`config.mk`:
```
export PLATFORM = sky130hd
export DESIGN_NAME = ifu_axi_fetch
export DESIGN_NICKNAME = d
export VERILOG_FILES = /design/src/rtl/ifu_axi_fetch.sv
export SDC_FILE = /design/constraint.sdc
export NUM_CORES = 1
export LEC_CHECK = 0
export CORE_ASPECT_RATIO = 1.1
export CORE_MARGIN = 8
export CORE_UTILIZATION = 47
export DETAILED_ROUTE_END_ITERATION = 12
export GPL_TIMING_DRIVEN = 1
export PLACE_DENSITY = 0.81
export SLEW_MARGIN = 5
export SYNTH_ARGS = -nofsm -noshare
export SYNTH_HDL_FRONTEND = slang
export SYNTH_SLANG_ARGS = --single-unit
```
`constraint.sdc`:
```
create_clock -name clk -period 5.05 [get_ports clk]
set_clock_uncertainty 0.1 [all_clocks]
set_input_delay 1.01 -clock clk [delete_from_list [all_inputs] [get_ports clk]]
set_output_delay 1.01 -clock clk [all_outputs]
set_load 0.05 [all_outputs]
```
`src/rtl/ifu_axi_fetch.sv`:
```
// RV32I instruction fetch unit: single-outstanding AXI4 read initiator feeding decode.
// Define IFU_STAT_EN to add fetch/drop statistics counters (o_fetch_cnt, o_drop_cnt).
module ifu_axi_fetch #(
    parameter logic [31:0]     RESET_PC = 32'h0000_0000,
    parameter int unsigned     ID_W     = 4,
    parameter logic [ID_W-1:0] AXI_ID   = '0
) (
    input  logic            clk,
    input  logic            rst,
    input  logic            i_stall,
    input  logic            i_redirect,
    input  logic [31:0]     i_redirect_pc,
    output logic [31:0]     o_pc,
    output logic [31:0]     o_inst,
    output logic            o_valid_inst,
    output logic [ID_W-1:0] o_arid,
    output logic [31:0]     o_araddr,
    output logic [7:0]      o_arlen,
    output logic [2:0]      o_arsize,
    output logic [1:0]      o_arburst,
    output logic            o_arvalid,
    input  logic            i_arready,
    input  logic [31:0]     i_rdata,
    input  logic [1:0]      i_rresp,
    input  logic            i_rlast,
    input  logic            i_rvalid,
    output logic            o_rready
`ifdef IFU_STAT_EN
    ,
    output logic [31:0]     o_fetch_cnt,
    output logic [31:0]     o_drop_cnt
`endif
);

    localparam logic [31:0] NOP = 32'h0000_0013;

    typedef enum logic {StReq, StResp} state_e;

    state_e      state;
    logic [31:0] fetch_pc;
    logic        drop;
    logic        beat, done, discard, capture;
    logic [31:0] redir_pc, next_pc;
    logic        unused_redir_lsbs;

    assign o_arid    = AXI_ID;
    assign o_arlen   = 8'd0;
    assign o_arsize  = 3'b010;
    assign o_arburst = 2'b01;

    assign o_rready = (state == StResp) && (!o_valid_inst || !i_stall);
    assign beat     = (state == StResp) && i_rvalid && o_rready;
    assign done     = beat && i_rlast;
    // A beat is stale if a redirect came earlier (drop) or arrives this very cycle.
    assign discard  = beat && (drop || i_redirect);
    assign capture  = beat && !discard;
    assign redir_pc = {i_redirect_pc[31:2], 2'b00};
    assign unused_redir_lsbs = ^i_redirect_pc[1:0];

    always_comb begin
        next_pc = fetch_pc;
        if (i_redirect) begin
            next_pc = redir_pc;
        end else if (capture) begin
            next_pc = fetch_pc + 32'd4;
        end
    end

    always_ff @(posedge clk or posedge rst) begin
        if (rst) begin
            state        <= StReq;
            fetch_pc     <= RESET_PC;
            drop         <= 1'b0;
            o_pc         <= 32'd0;
            o_inst       <= 32'd0;
            o_valid_inst <= 1'b0;
            o_arvalid    <= 1'b0;
            o_araddr     <= RESET_PC;
        end else begin
            fetch_pc <= next_pc;

            if (capture) begin
                o_pc   <= fetch_pc;
                o_inst <= (i_rresp == 2'b00) ? i_rdata : NOP;
            end

            if (i_redirect) begin
                o_valid_inst <= 1'b0;
            end else if (capture) begin
                o_valid_inst <= 1'b1;
            end else if (!i_stall) begin
                o_valid_inst <= 1'b0;
            end

            case (state)
                StReq: begin
                    // Address is held once valid is up; a redirect only marks the reply stale.
                    if (!o_arvalid) begin
                        o_arvalid <= 1'b1;
                        o_araddr  <= next_pc;
                    end else if (i_arready) begin
                        o_arvalid <= 1'b0;
                        state     <= StResp;
                    end
                    if (i_redirect && o_arvalid) begin
                        drop <= 1'b1;
                    end
                end
                StResp: begin
                    if (done) begin
                        state     <= StReq;
                        o_arvalid <= 1'b1;
                        o_araddr  <= next_pc;
                        drop      <= 1'b0;
                    end else if (i_redirect) begin
                        drop <= 1'b1;
                    end
                end
            endcase
        end
    end

`ifdef IFU_STAT_EN
    always_ff @(posedge clk or posedge rst) begin
        if (rst) begin
            o_fetch_cnt <= 32'd0;
            o_drop_cnt  <= 32'd0;
        end else begin
            if (capture) begin
                o_fetch_cnt <= o_fetch_cnt + 32'd1;
            end
            if (discard) begin
                o_drop_cnt <= o_drop_cnt + 32'd1;
            end
        end
    end
`endif

endmodule

```
Word-level counts from Yosys, hierarchy flattened:

Index checks and enable logic that the tools add are counted.

* register bits after elaboration: 132
* input bits: 73
* output and inout bits: 116
* word-level logic and storage cells: 51

* $add $sub $neg: 1
* equality and inequality tests: 5
* multiplexer cells: 21
* bitwise logic cells: 1
* reductions and logical operators: 15

Operator list (number)
* 32-bit two-way mux: 5
* 32-bit one-hot mux with 2 select lines: 1
* 32-bit by 3-bit adder with 32-bit output (second input constant): 1
* 1-bit two-way mux: 12
* 1-bit logical AND: 7
* 1-bit one-hot mux with 2 select lines: 3
* 2-bit inequality test (second input constant): 2
* 2-bit AND reduction: 2
* 1-bit logical NOT: 3
* 3-bit by 1-bit inequality test with 1-bit output (second input constant): 1
* 3-bit by 2-bit inequality test with 1-bit output (second input constant): 1
* 2-bit logical NOT: 1
* 1-bit logical OR: 2
* 2-bit by 1-bit inequality test with 1-bit output (second input constant): 1
* 1-bit inverter: 1

Longest topological paths before layout:

* depth after elaboration: 11
* depth in mapped cells: 8
* mapped depth without buffers: 6

Worst setup path after synthesis:

OpenSTA, ideal clock, no wires.

* path kind: input to output
* start point: in i_stall
* end point: out o_rready
* arrival: 1.565 ns
* required time: 3.940 ns
* setup slack: 2.375 ns
* stages on the path: 3
* buffers on the path: 1
* cell sequence: a21bo_2 inv_2 buf_4

* longest elaborated chain between the ends: 3

RTL lines
* from (decl): line 10 `input logic i_stall,`
* 1-bit logical NOT
* 1-bit logical OR: line 51 `assign o_rready = (state == StResp) && (!o_valid_inst || !i_stall);`
* 1-bit logical AND: line 51
* to (decl): line 27 `output logic o_rready`

No other way between the ends.

Worst setup path after layout:

Same ends and word-level chain as after synthesis.

==> run metrics <==
drt initial violations=416; WL final=17800 um; max frequency=250 MHz; syn_area_per_cell=9.75 um2; # fillers=964; gr usage total=0.213; CP bufs+invs=3; pins over their slew limit=0; Yosys reg bits=132; ys flop type=dfrtp_1; CP endpoint kind=output pin; post-place setup slack=1070 ps; Nets=848; min Tclk post-route=4000 ps; synthesized cell area=0.00599 mm2; Hold Crit Start=o_inst[12]; Lkg Pwr=3.80 nW; CP delay by family, top=buffers and inverters; # clock sinks=132; CP Max Fanout=12; Syn. warnings=0; Final ANT Viol Nets=0; Ports=189; synth unique cells=53; worst-case clock buffer depth=2; CP Depth=4; Least-Margin Pin Slew=1100 ps; number of CTS-inserted buffers=17; Syn Inst Count=614; DR WL/cell=18.9 um; RSZ-0062 raised after global routing=false; post-cts sizing count=0; Critical Path Max Stage Delay=860 ps; CP max-delay cell=clkdlybuf4s50_1; most frequent cells in the layout=177 x nand2_1, 169 x clkdlybuf4s50_1, 132 x dfrtp_1; PD cells=679 mW/mm2; htree depth=4; most common cell after layout, fill and taps aside=nand2_1; R2R Path Start=state; Setup-failing EPs final=0; starting density of the core=0.477; Via density=5.51; vias in the first global route=5339; Max Cap Viol=0; core area=0.0125 mm2; Startpoint Class=input pin; most common cell type on the critical path=clkdlybuf4s50_1; first-pass GRT wire length=28000 um; Slew HR=0.268; Root Buffer Master=clkbuf_16; post-synth top area cell=dfrtp_1; Final Worst Setup Slack=1050 ps; Worst-path clk slew=50 ps; Area Growth Syn to Fin=39.6%; Worst Hold Class=reg2reg; Post-DP HPWL=12700 um; die height=134 um; Setup crit start=i_stall; setup_tns=0 ps; die area=0.0166 mm2; hold_buf cts=0; # diodes=0; Placer Congestion=0.861; CTS tree=built; final global-route overflow total=0; site row count=43; VDD IR-drop max=0.000390 V; EDFF count, synth=0; Tcrit/Tclk final=0.792; worst skew pair latency=400 ps; largest net degree at the start of global routing=77; DR pass1 iterations=7; sequential area share after synthesis=0.552; CP cell instances=clkdlybuf4s50_1 -> a21bo_2 -> inv_2 -> clkdlybuf4s50_1; Final Hold Viols=0; hold path depth=2; Synth async-reset ratio=1.00; status=complete, no violations; Crit Path Class=in2out; total setup buffers inserted after CTS=0; I/O Buffers=169; top cell type's share of synthesized area=0.552; # DRC=0; initial antenna violation count=0; layout cell share with drive strength beyond 1=0.0978; critical path arrival=2890 ps; Area contributors post-synth=dfrtp_1 55%, nand2_1 11%, mux2_2 4.3%; Die X=124 um; R2R depth=5; WP data required=3940 ps; vias=5197
[through the flow]
| step | instance area, um2 | total power, mW | hold WS [ps] | utilization | cells |
|---|---|---|---|---|---|
| after floorplan | 6040 | 3.41 | 331 | - | 629 |
| after global placement | 7720 | 4.32 | 351 | 0.616 | 912 |
| after detailed placement | 7720 | 4.38 | 356 | 0.616 | 912 |
| after CTS | 8360 | 5.71 | 368 | 0.667 | 944 |
| after global routing | 8360 | 5.90 | 385 | 0.667 | 944 |
| final | 8360 | 5.67 | 365 | 0.667 | 944 |
[cell families after synthesis]
group | count (synthesis) | share of synthesized area
mux | 24 | 0.0449
compound gates | 59 | 0.0723
simple gates | 318 | 0.248
buf+inv | 59 | 0.0508
xor+xnor | 19 | 0.0291
flops | 132 | 0.552
fa+ha+maj | 1 | 0.00209
other cells | 2 | 0.00125
[power breakdown]
part / switching, mW / internal (mW)
sequential: 0.238 / 1.43
combinational: 1.83 / 0.865
clock: 0.437 / 0.877
total: 2.50 / 3.17
[per-layer routing]
metal	global-route usage	wire length, um	up-vias
li1	-	-	2384
met1	0.252	7000	2522
met2	0.354	8680	260
met3	0.0643	1780	31
met4	0.0784	355	0
met5	0	0	-
[Yosys cell counts, types with 2 or more instances]
library cell	number
nor3_1	13
nand2_1	178
o21a_1	3
o21ai_0	18
nor4_4	2
nor2_1	26
buf_4	18
a31o_2	2
buf_1	3
a311o_1	2
a221o_1	12
a311oi_1	2
xor2_1	8
xnor2_1	10
buf_2	6
clkbuf_1	21
inv_1	8
nor4_1	4
nand4_1	15
mux2_2	23
nand3_1	43
dfrtp_1	132
or3_1	3
and2_1	3
nor2b_1	2
and3_1	16
a31oi_1	3
a21oi_1	7
o31ai_1	4
and4_1	3
conb_1	2
[registers in the layout, summed over array words and instances, names as in the netlist]
register,cells
o_arvalid,1
o_inst,32
state,1
o_valid_inst,1
drop,1
fetch_pc,32
o_araddr,32
o_pc,32
[worst register-to-register path: stages, from the launching register on]
cell and delay, ps:
dfrtp_1 380, a21bo_2 340, inv_2 250, a31oi_4 300, nor2_1 900, a221o_1 290
[worst paths after layout]
kind | to | slack (ps)
hold / removal | o_inst[12] | 370
hold reg to reg | o_inst[12] | 370
setup reg to reg | o_araddr[28] | 2420
min in group asynchronous | o_inst[30] | 1080
setup / recovery | o_rready | 1050
max in group asynchronous | fetch_pc[8] | 2830
[final cells by class]
type	count	area, um2	area share
inverters	10	40.0	0.00479
multi-input cells	438	2440	0.293
flip-flops and latches	132	3300	0.395
repair buffers	175	1740	0.208
well taps	157	196	0.0235
clock buffers	23	488	0.0584
clock inverters	9	149	0.0178
Power figures use the tool's default switching activity.
